==> src/rtl/sr_bank_driver.sv <==
// sr_bank_driver: issues timed, non-overlapping set/reset pulses to a bank of SR flops.
// Define SR_DRV_READBACK_EN to add a q_fb readback check (VERIFY state, err flag).
module sr_bank_driver #(
    parameter int unsigned WIDTH     = 8,
    parameter int unsigned PULSE_CYC = 2,
    parameter int unsigned GAP_CYC   = 1,
    parameter int unsigned VERIFY_TO = 4
) (
    input  logic             clk,
    input  logic             rst,
    input  logic             req_valid,
    output logic             req_ready,
    input  logic [WIDTH-1:0] req_target,
    input  logic [WIDTH-1:0] req_mask,
    output logic [WIDTH-1:0] s,
    output logic [WIDTH-1:0] r,
    input  logic [WIDTH-1:0] q_fb,
    output logic             busy,
    output logic             done,
    output logic             err,
    output logic [WIDTH-1:0] shadow
);

    // Count-down counters hold at most param-1, shared by every timed state.
    localparam int unsigned MaxPg  = (PULSE_CYC > GAP_CYC) ? PULSE_CYC : GAP_CYC;
    localparam int unsigned MaxCyc = (MaxPg > VERIFY_TO) ? MaxPg : VERIFY_TO;
    localparam int unsigned CntW   = (MaxCyc > 1) ? $clog2(MaxCyc) : 1;

    localparam logic [CntW-1:0] PulseLoad = CntW'(PULSE_CYC - 1);
    localparam logic [CntW-1:0] GapLoad   = CntW'((GAP_CYC > 0) ? GAP_CYC - 1 : 0);

    typedef enum logic [2:0] {
        StIdle,
        StDrive,
        StGap,
        StVerify,
        StDone
    } state_e;

`ifdef SR_DRV_READBACK_EN
    localparam logic [CntW-1:0] VerifyLoad = CntW'(VERIFY_TO - 1);
    localparam state_e PostGap = StVerify;
`else
    localparam state_e PostGap = StDone;
`endif
    localparam state_e PostDrive = (GAP_CYC == 0) ? PostGap : StGap;

    state_e            state_q, state_d;
    logic [CntW-1:0]   cnt_q, cnt_d;
    logic [WIDTH-1:0]  target_q, target_d;
    logic [WIDTH-1:0]  mask_q, mask_d;
    logic [WIDTH-1:0]  s_q, s_d;
    logic [WIDTH-1:0]  r_q, r_d;
    logic [WIDTH-1:0]  shadow_q, shadow_d;
    logic              accept;
    logic              cnt_zero;

    assign accept   = req_valid & req_ready;
    assign cnt_zero = (cnt_q == '0);

`ifdef SR_DRV_READBACK_EN
    logic verify_ok;
    logic err_q, err_d;

    assign verify_ok = (((q_fb ^ target_q) & mask_q) == '0);
`else
    logic unused_q_fb;

    assign unused_q_fb = ^q_fb;
`endif

    // State register
    always_ff @(posedge clk) begin
        if (rst) begin
            state_q <= StIdle;
        end else begin
            state_q <= state_d;
        end
    end

    // Next-state logic
    always_comb begin
        state_d = state_q;
        unique case (state_q)
            StIdle: begin
                if (accept) begin
                    state_d = (req_mask == '0) ? StDone : StDrive;
                end
            end
            StDrive: begin
                if (cnt_zero) state_d = PostDrive;
            end
            StGap: begin
                if (cnt_zero) state_d = PostGap;
            end
`ifdef SR_DRV_READBACK_EN
            StVerify: begin
                if (verify_ok || cnt_zero) state_d = StDone;
            end
`endif
            StDone: state_d = StIdle;
            default: state_d = StIdle;
        endcase
    end

    // Decoded outputs
    always_comb begin
        req_ready = 1'b0;
        done      = 1'b0;
        unique case (state_q)
            StIdle: req_ready = 1'b1;
            StDone: done = 1'b1;
            default: ;
        endcase
    end

    assign busy   = ~req_ready;
    assign s      = s_q;
    assign r      = r_q;
    assign shadow = shadow_q;

    // Datapath next-state: command capture, pulse timing and shadow update
    always_comb begin
        target_d = accept ? req_target : target_q;
        mask_d   = accept ? req_mask : mask_q;

        cnt_d = cnt_q;
        if (state_d != state_q) begin
            case (state_d)
                StDrive: cnt_d = PulseLoad;
                StGap:   cnt_d = GapLoad;
`ifdef SR_DRV_READBACK_EN
                StVerify: cnt_d = VerifyLoad;
`endif
                default: cnt_d = '0;
            endcase
        end else if (!cnt_zero) begin
            cnt_d = cnt_q - 1'b1;
        end

        // s/r are registered: drive them for the cycles the FSM will spend in DRIVE.
        s_d = '0;
        r_d = '0;
        if (state_d == StDrive) begin
            s_d = mask_d & target_d;
            r_d = mask_d & ~target_d;
        end

        shadow_d = shadow_q;
        if (state_q == StDrive && cnt_zero) begin
            shadow_d = (shadow_q & ~mask_q) | (target_q & mask_q);
        end
    end

    always_ff @(posedge clk) begin
        if (rst) begin
            cnt_q    <= '0;
            target_q <= '0;
            mask_q   <= '0;
            s_q      <= '0;
            r_q      <= '0;
            shadow_q <= '0;
        end else begin
            cnt_q    <= cnt_d;
            target_q <= target_d;
            mask_q   <= mask_d;
            s_q      <= s_d;
            r_q      <= r_d;
            shadow_q <= shadow_d;
        end
    end

`ifdef SR_DRV_READBACK_EN
    // err rises together with done on a timeout and holds until the next accept.
    always_comb begin
        err_d = err_q;
        if (accept) begin
            err_d = 1'b0;
        end else if (state_q == StVerify && !verify_ok && cnt_zero) begin
            err_d = 1'b1;
        end
    end

    always_ff @(posedge clk) begin
        if (rst) begin
            err_q <= 1'b0;
        end else begin
            err_q <= err_d;
        end
    end

    assign err = err_q;
`else
    assign err = 1'b0;
`endif

endmodule
==> config.mk <==
export PLATFORM = sky130hd
export DESIGN_NAME = sr_bank_driver
export DESIGN_NICKNAME = d
export VERILOG_FILES = /design/src/rtl/sr_bank_driver.sv
export SDC_FILE = /design/constraint.sdc
export NUM_CORES = 1
export LEC_CHECK = 0
export ABC_AREA = 0
export CAP_MARGIN = 20
export CORE_MARGIN = 1
export CORE_UTILIZATION = 38
export CTS_CLUSTER_DIAMETER = 120
export DETAILED_ROUTE_END_ITERATION = 10
export PLACE_DENSITY = 0.65
export SLEW_MARGIN = 40
export SYNTH_ARGS = -nofsm -noshare
export SYNTH_HDL_FRONTEND = slang
export SYNTH_SLANG_ARGS = --single-unit
export TNS_END_PERCENT = 30
==> constraint.sdc <==
create_clock -name clk -period 1.9 [get_ports clk]
set_input_delay 0.38 -clock clk [delete_from_list [all_inputs] [get_ports clk]]
set_output_delay 0.38 -clock clk [all_outputs]
set_load 0.005 [all_outputs]
==> summary.txt, run 1 <==
Status
  • Status: completed

CTS
  • H-tree levels: 2
  • CTS root buf: clkbuf_8
  • Clk buf depth: 2
  • Number of CTS-inserted buffers: 5
  • CTS tree: yes
  • Num Clock Sinks: 45
  • Setup Fix Bufs, Post-CTS: 0
  • Clk_lat worst skew: roughly 0.29 ns
  • CTS clk-pin slew, worst paths: ~0.08 ns

STA
  • Unrepaired setup endpoints after global routing: false
  • Skew final: about 0.0053 ns
  • Clock period minus worst slack: roughly 1.8 ns
  • Final setup vio count: 0
  • Final period utilization: 0.929
  • FMAX: between 0.5 and 0.6 GHz
  • Final Slew Violations: 0
  • Final hold violation count: 0
  • Worst hold slack: roughly 0.5 ns

Setup path
  • Reg-to-Reg Start: state_q[0]
  • Reg2Reg Setup Slack: ~0.18 ns
  • FF-to-FF End: r[0]
  • CP Max Fanout: 2
  • Worst EP required: about 1.5 ns
  • Critical path data arrival time: 1.39 ns
  • Path depth of the worst reg2reg path: 5
  • Critical path launch point type: flip-flop
  • Worst Setup End Kind: primary output
  • WS Path Type: reg2out

Synthesis
  • Top-count cell post-synth: dfxtp_1
  • Synth cell count leaders: 45 x dfxtp_1, 17 x mux2i_1, 12 x a21oi_1, 12 x inv_1, 12 x nor2b_1
  • Syn Inst Count: about 190
  • Post-synth EDFFs: 0
  • Yosys top cell by area: dfxtp_1
  • Yosys top cell area share: 0.442
  • Top cells by area, synth: dfxtp_1 44%, mux2i_1 8.4%, a211oi_2 6.8%, a41o_1 3.9%, nor2b_1 3.7%
  • Synthesized net count: 221
  • Post-synthesis cell type count: 38
  • Post-synth top flop: dfxtp_1
  • Synth Cell Area: between 2000 and 2500 um^2
  • Async S/R FF share, synth: 0
  • Seq/Total Area, Yosys: 0.442
  • Post-synthesis register bit count: 45
  • Synthesis warning total: 0
  • Syn Area/Cell: around 11 um^2

Routing
  • Wire per inst: around 12 um
  • Mean number of vias per cell: 4.74
  • Total number of vias: approximately 1600
  • Initial DRC Count: 61
  • DRC: 0
  • Post-route ant nets: 0
  • Detailed Routing Iterations Pass 1: 4
  • WL final: around 4000 um

Layout
  • Fillers: 500
  • P&R area growth vs syn: 36.1%
  • Sequential Area: between 900 and 1000 um^2
  • # nets final: approximately 280
  • Design Area, Final: ~2800 um^2
  • Multi-input logic area: slightly below 1000 um^2
  • Fraction of layout cells with a size suffix above 1: 0.237
  • N_diodes: 0

Floorplanning
  • IO Count: 55
  • Row count: 26
  • Initial Util: 0.396
  • Core Region: a little over 5000 um^2
  • Die W: ~75 um
  • Die area: between 5000 and 6000 um^2
  • Die H: between 70 and 80 um

Power
  • Power density cells: between 700 and 800 nW/um^2
  • Maximum vdd drop: 0.000474 V
  • Total power: ~2.1 mW
  • Lkg Pwr: between 1 and 1.5 nW

Global route
  • Overflow after GRT: 0
  • First-pass GRT wire length: slightly below 7000 um
  • Initial antenna violation count: 0
  • GR Util All Layers: 0.161
  • Number of global-route vias before repair: 1457
  • Largest net degree at the start of global routing: 16

Placement
  • DPL Wire Length: approximately 3000 um
  • PortBufs: 45
  • GPL Wtd Cong: 0.847
  • Placed Area: about 2700 um^2

Worst hold path
  • Hold path cells: 1
  • Hold Path Sink: cnt_q[1]
  • Worst hold path type: reg2reg
  • Hold Startpoint: state_q[2]

Flow run
  • Max-cap violations: 0
## where the power goes
part | internal (mW) | switching (mW) | leakage [nW]
registers | 1.00 | 0.0322 | 0.367
logic | 0.276 | 0.246 | 0.771
clock network | 0.260 | 0.313 | 0.0385
## through the flow
stage           util  TNS, ns  cells  setup WS [ns]
4_1_cts        0.539        0    327          0.122
6_report       0.539        0    327          0.135
2_1_floorplan      -        0    193          0.226
5_1_grt        0.539        0    327         0.0286
3_3_place_gp   0.523    -1.65    319         -0.146
3_5_place_dp   0.523    -1.94    319         -0.160
## metal layers
metal	wire, um	share of wire	up-vias	track usage
met5	0	0	-	0
met4	56	0.014	0	0.0556
met3	175	0.044	7	0.0469
met2	1770	0.44	30	0.246
met1	2010	0.50	707	0.217
li1	-	-	807	-
## critical path, stage by stage, from the launching register on
cell	delay [ns]
dfxtp_2	0.33
or3_2	0.48
inv_1	0.06
dlygate4sd2_1	0.22
## worst max path at each step
stage               startpoint   endpoint  slack (ns)
finish              state_q[0]  req_ready        0.13
global route         req_valid       r[1]        0.03
CTS                 state_q[0]  req_ready        0.12
detailed placement   req_valid       r[0]       -0.16
global placement     req_valid       r[1]       -0.15
floorplan           state_q[2]       r[5]        0.23
## cells by family (layout without fill, tap and decap cells)
kind of cell / after synthesis / after routing / synth area share
and+or+nand+nor: 51 / 51 / 0.169
buffers and inverters: 28 / 92 / 0.0731
AOI/OAI and AO/OA: 42 / 42 / 0.180
adders and majority gates: 1 / 1 / 0.00614
DFF: 45 / 45 / 0.442
muxes: 25 / 25 / 0.128
other: 1 / 1 / 0.00184
## cell type report
cell class / count / share of cell area
clock inverters: 1 / 0.00271
flip-flops and latches: 45 / 0.326
multi-input cells: 120 / 0.358
repair buffers: 71 / 0.236
inverters: 13 / 0.0176
clock buffers: 7 / 0.0275
well taps: 70 / 0.0316
## cell usage in the layout, fill, tap and decap left out, types with 2 or more instances in the layout
master	n
dfxtp_1	43
clkdlybuf4s50_1	42
buf_4	25
mux2i_1	17
inv_1	12
a21oi_1	12
nor2b_1	12
a211oi_2	11
nand2b_1	9
nor2_1	9
a41o_1	8
mux2_1	6
a211oi_1	5
clkbuf_8	5
and2b_2	4
nor3_1	3
dlygate4sd2_1	3
or4_4	2
o21ai_0	2
nand2_1	2
mux2_2	2
clkbuf_1	2
dfxtp_2	2
## repair_timing
item                       in CTS  in global routing
resized for setup               5                  0
setup endpoints to repair       3                  0
hold buffers                    0                  0
(Power assumes the default switching activity.)
==> run 2: changes to the inputs <==
PLACE_DENSITY = 0.63   (was 0.65)
==> summary.txt, run 2 (synthesized netlist as in run 1, its figures left out) <==
CTS
  • Num Clock Sinks: 45 (unchanged)
  • Post-CTS Hold Buffers: 0 (unchanged)
  • CTS resizes: 4 (-1)
  • H-tree levels: 2 (unchanged)
  • CTS tree: yes
  • CTS root buf: clkbuf_8
  • CTS clk-pin slew, worst paths: 0.08 ns (about the same)
  • Number of CTS-inserted buffers: 5 (unchanged)
  • Clk_lat worst skew: 0.29 ns (about the same)
  • Clk buf depth: 2 (unchanged)
  • Setup Fix Bufs, Post-CTS: 0 (unchanged)

Status
  • Status: completed

Power
  • Net Sw Power: 0.603 mW (+2.0%)
  • Comb pwr share: 0.247 (+0.002)
  • Maximum vdd drop: 0.000410 V (-14%)
  • Sequential power share: 0.483 (-0.003)
  • Clock power frac: 0.270 (about the same)
  • Power density cells: 774 nW/um^2 (+0.79%)
  • Internal power: 1.54 mW (-0.13%)
  • Switching Fraction: 0.282 (+0.00435)
  • Lkg Pwr: 1.17 nW (-0.61%)

Setup path
  • Crit path from: req_valid
  • Worst EP required: 2.12 ns (+0.60 ns)
  • Critical-path top delay cell: clkdlybuf4s50_1
  • Reg-to-Reg Start: state_q[0]
  • CP cell instances: clkdlybuf4s50_1 > nor4b_4 > buf_12 > mux2_2 > a211oi_2
  • CP peak stage delay: 0.50 ns (+0.02 ns)
  • Critical path buffer and inverter count: 2 (unchanged)
  • CP Max Fanout: 25 (+23)
  • Worst Setup End Kind: flip-flop
  • CP top delay family: buffers and inverters
  • Critical path data arrival time: 1.98 ns (+0.59 ns)
  • Critical path launch point type: primary input
  • WS Path Type: in2reg

STA
  • Final Slew Violations: 0 (unchanged)
  • Skew final: 0.00476 ns (-0.000575 ns)
  • Final period utilization: 0.927 (-0.00201)
  • FMAX: 0.568 GHz (+0.22%)
  • Clock period minus worst slack: 1.76 ns (-0.00383 ns)
  • Setup TNS: 0 ns (unchanged)
  • Final setup vio count: 0 (unchanged)
  • Final hold violation count: 0 (unchanged)
  • Unrepaired setup endpoints after global routing: false

Floorplanning
  • Die area: 5660 um^2 (unchanged)
  • Initial Util: 0.396 (unchanged)
  • IO Count: 55 (unchanged)
  • Core Region: 5140 um^2 (unchanged)
  • Die H: 75.2 um (unchanged)
  • Row count: 26 (unchanged)
  • Die W: 75.2 um (unchanged)

Placement
  • DPL Wire Length: 3040 um (+2.4%)
  • Placed Area: 2680 um^2 (-0.28%)
  • GPL Wtd Cong: 0.827 (-2.3%)
  • PortBufs: 45 (unchanged)

Global route
  • Initial antenna violation count: 0 (unchanged)
  • Largest net degree at the start of global routing: 26 (+10)
  • GR Util All Layers: 0.169 (+0.00816)
  • Overflow after GRT: 0 (unchanged)
  • First-pass GRT wire length: 7040 um (+4.4%)
  • Number of global-route vias before repair: 1550 (+6.4%)

Layout
  • Design Area, Final: 2760 um^2 (-0.32%)
  • N_diodes: 0 (unchanged)
  • P&R area growth vs syn: 35.6%
  • Commonest non-fill, non-tap cell in the layout: dfxtp_1
  • Most frequent cells in the layout: 44 x dfxtp_1, 42 x clkdlybuf4s50_1, 24 x buf_4
  • Fillers: 504 (+0.80%)
  • # nets final: 283 (-0.35%)
  • Fraction of layout cells with a size suffix above 1: 0.230 (-0.00689)

Routing
  • WL final: 4360 um (+8.9%)
  • Total number of vias: 1588 (+2.4%)
  • DRC: 0 (unchanged)
  • Mean number of vias per cell: 4.87 (+2.7%)
  • Initial DRC Count: 61 (unchanged)
  • Detailed Routing Iterations Pass 1: 4 (unchanged)
  • Post-route ant nets: 0 (unchanged)
  • Wire per inst: 13.4 um (+9.2%)

Worst hold path
  • Hold Startpoint: mask_q[6]
  • Worst hold path type: reg2reg

Flow run
  • Max-cap violations: 0 (unchanged)
==> run 2: cell types whose count changed in the layout (fill, tap and decap cells not counted) <==
cell	delta
buf_4	-1
dfxtp_1	+1
dfxtp_2	-1
==> run 2: power groups by stage <==
| stage | combinational (mW) | sequential (mW) | clock, mW |
|---|---|---|---|
| 2_1_floorplan | 0.324 | 1.05 | 0 |
| 3_3_place_gp | 0.528 | 1.05 | 0 |
| 3_5_place_dp | 0.537 | 1.05 | 0 |
| 4_1_cts | 0.532 | 1.03 | 0.597 |
| 5_1_grt | 0.577 | 1.04 | 0.638 |
| 6_report | 0.528 | 1.03 | 0.576 |
==> run 2: cell type report <==
type                       count  area (um^2)  area share
inverter                      13         48.8      0.0177
clock buffer                   7         76.3      0.0276
multi-input combinational    120          993       0.360
timing repair buffer          70          647       0.234
tap                           70         87.6      0.0317
clock inverter                 1         7.51     0.00272
sequential                    45          902       0.327
==> run 2: worst reg2reg max path: stages, from the launching register on <==
cell      delay (ns)
dfxtp_2         0.33
buf_4           0.17
nor4b_4         0.34
buf_12          0.25
mux2_2          0.38
a211oi_2        0.19
==> run 2: path summary, 6_finish.rpt <==
path / slack (ns) / endpoint / depth (start not counted)
max: 0.14 / r[7] / 5
min: 0.52 / flip-flop / 1
max reg2reg: 0.16 / r[7] / 5
min reg2reg: 0.52 / flip-flop / 1
==> run 2: stage by stage <==
stage / setup slack (ns) / power (mW) / cells / hold WS, ns / utilization
floorplan: 0.226 / 1.38 / 193 / 0.479 / -
global placement: -0.149 / 1.58 / 318 / 0.501 / 0.522
detailed placement: -0.189 / 1.59 / 318 / 0.502 / 0.522
CTS: 0.131 / 2.16 / 326 / 0.529 / 0.537
global route: 0.0656 / 2.26 / 326 / 0.543 / 0.537
finish: 0.138 / 2.14 / 326 / 0.524 / 0.537
==> run 2: layer usage <==
layer / part of all wire / track usage / vias to the layer above / wire [um]
met5: 0 / 0 / - / 0
met4: 0.012 / 0.0638 / 0 / 53
met3: 0.046 / 0.0482 / 5 / 200
met2: 0.45 / 0.279 / 35 / 1980
met1: 0.49 / 0.209 / 746 / 2130
li1: - / - / 802 / -
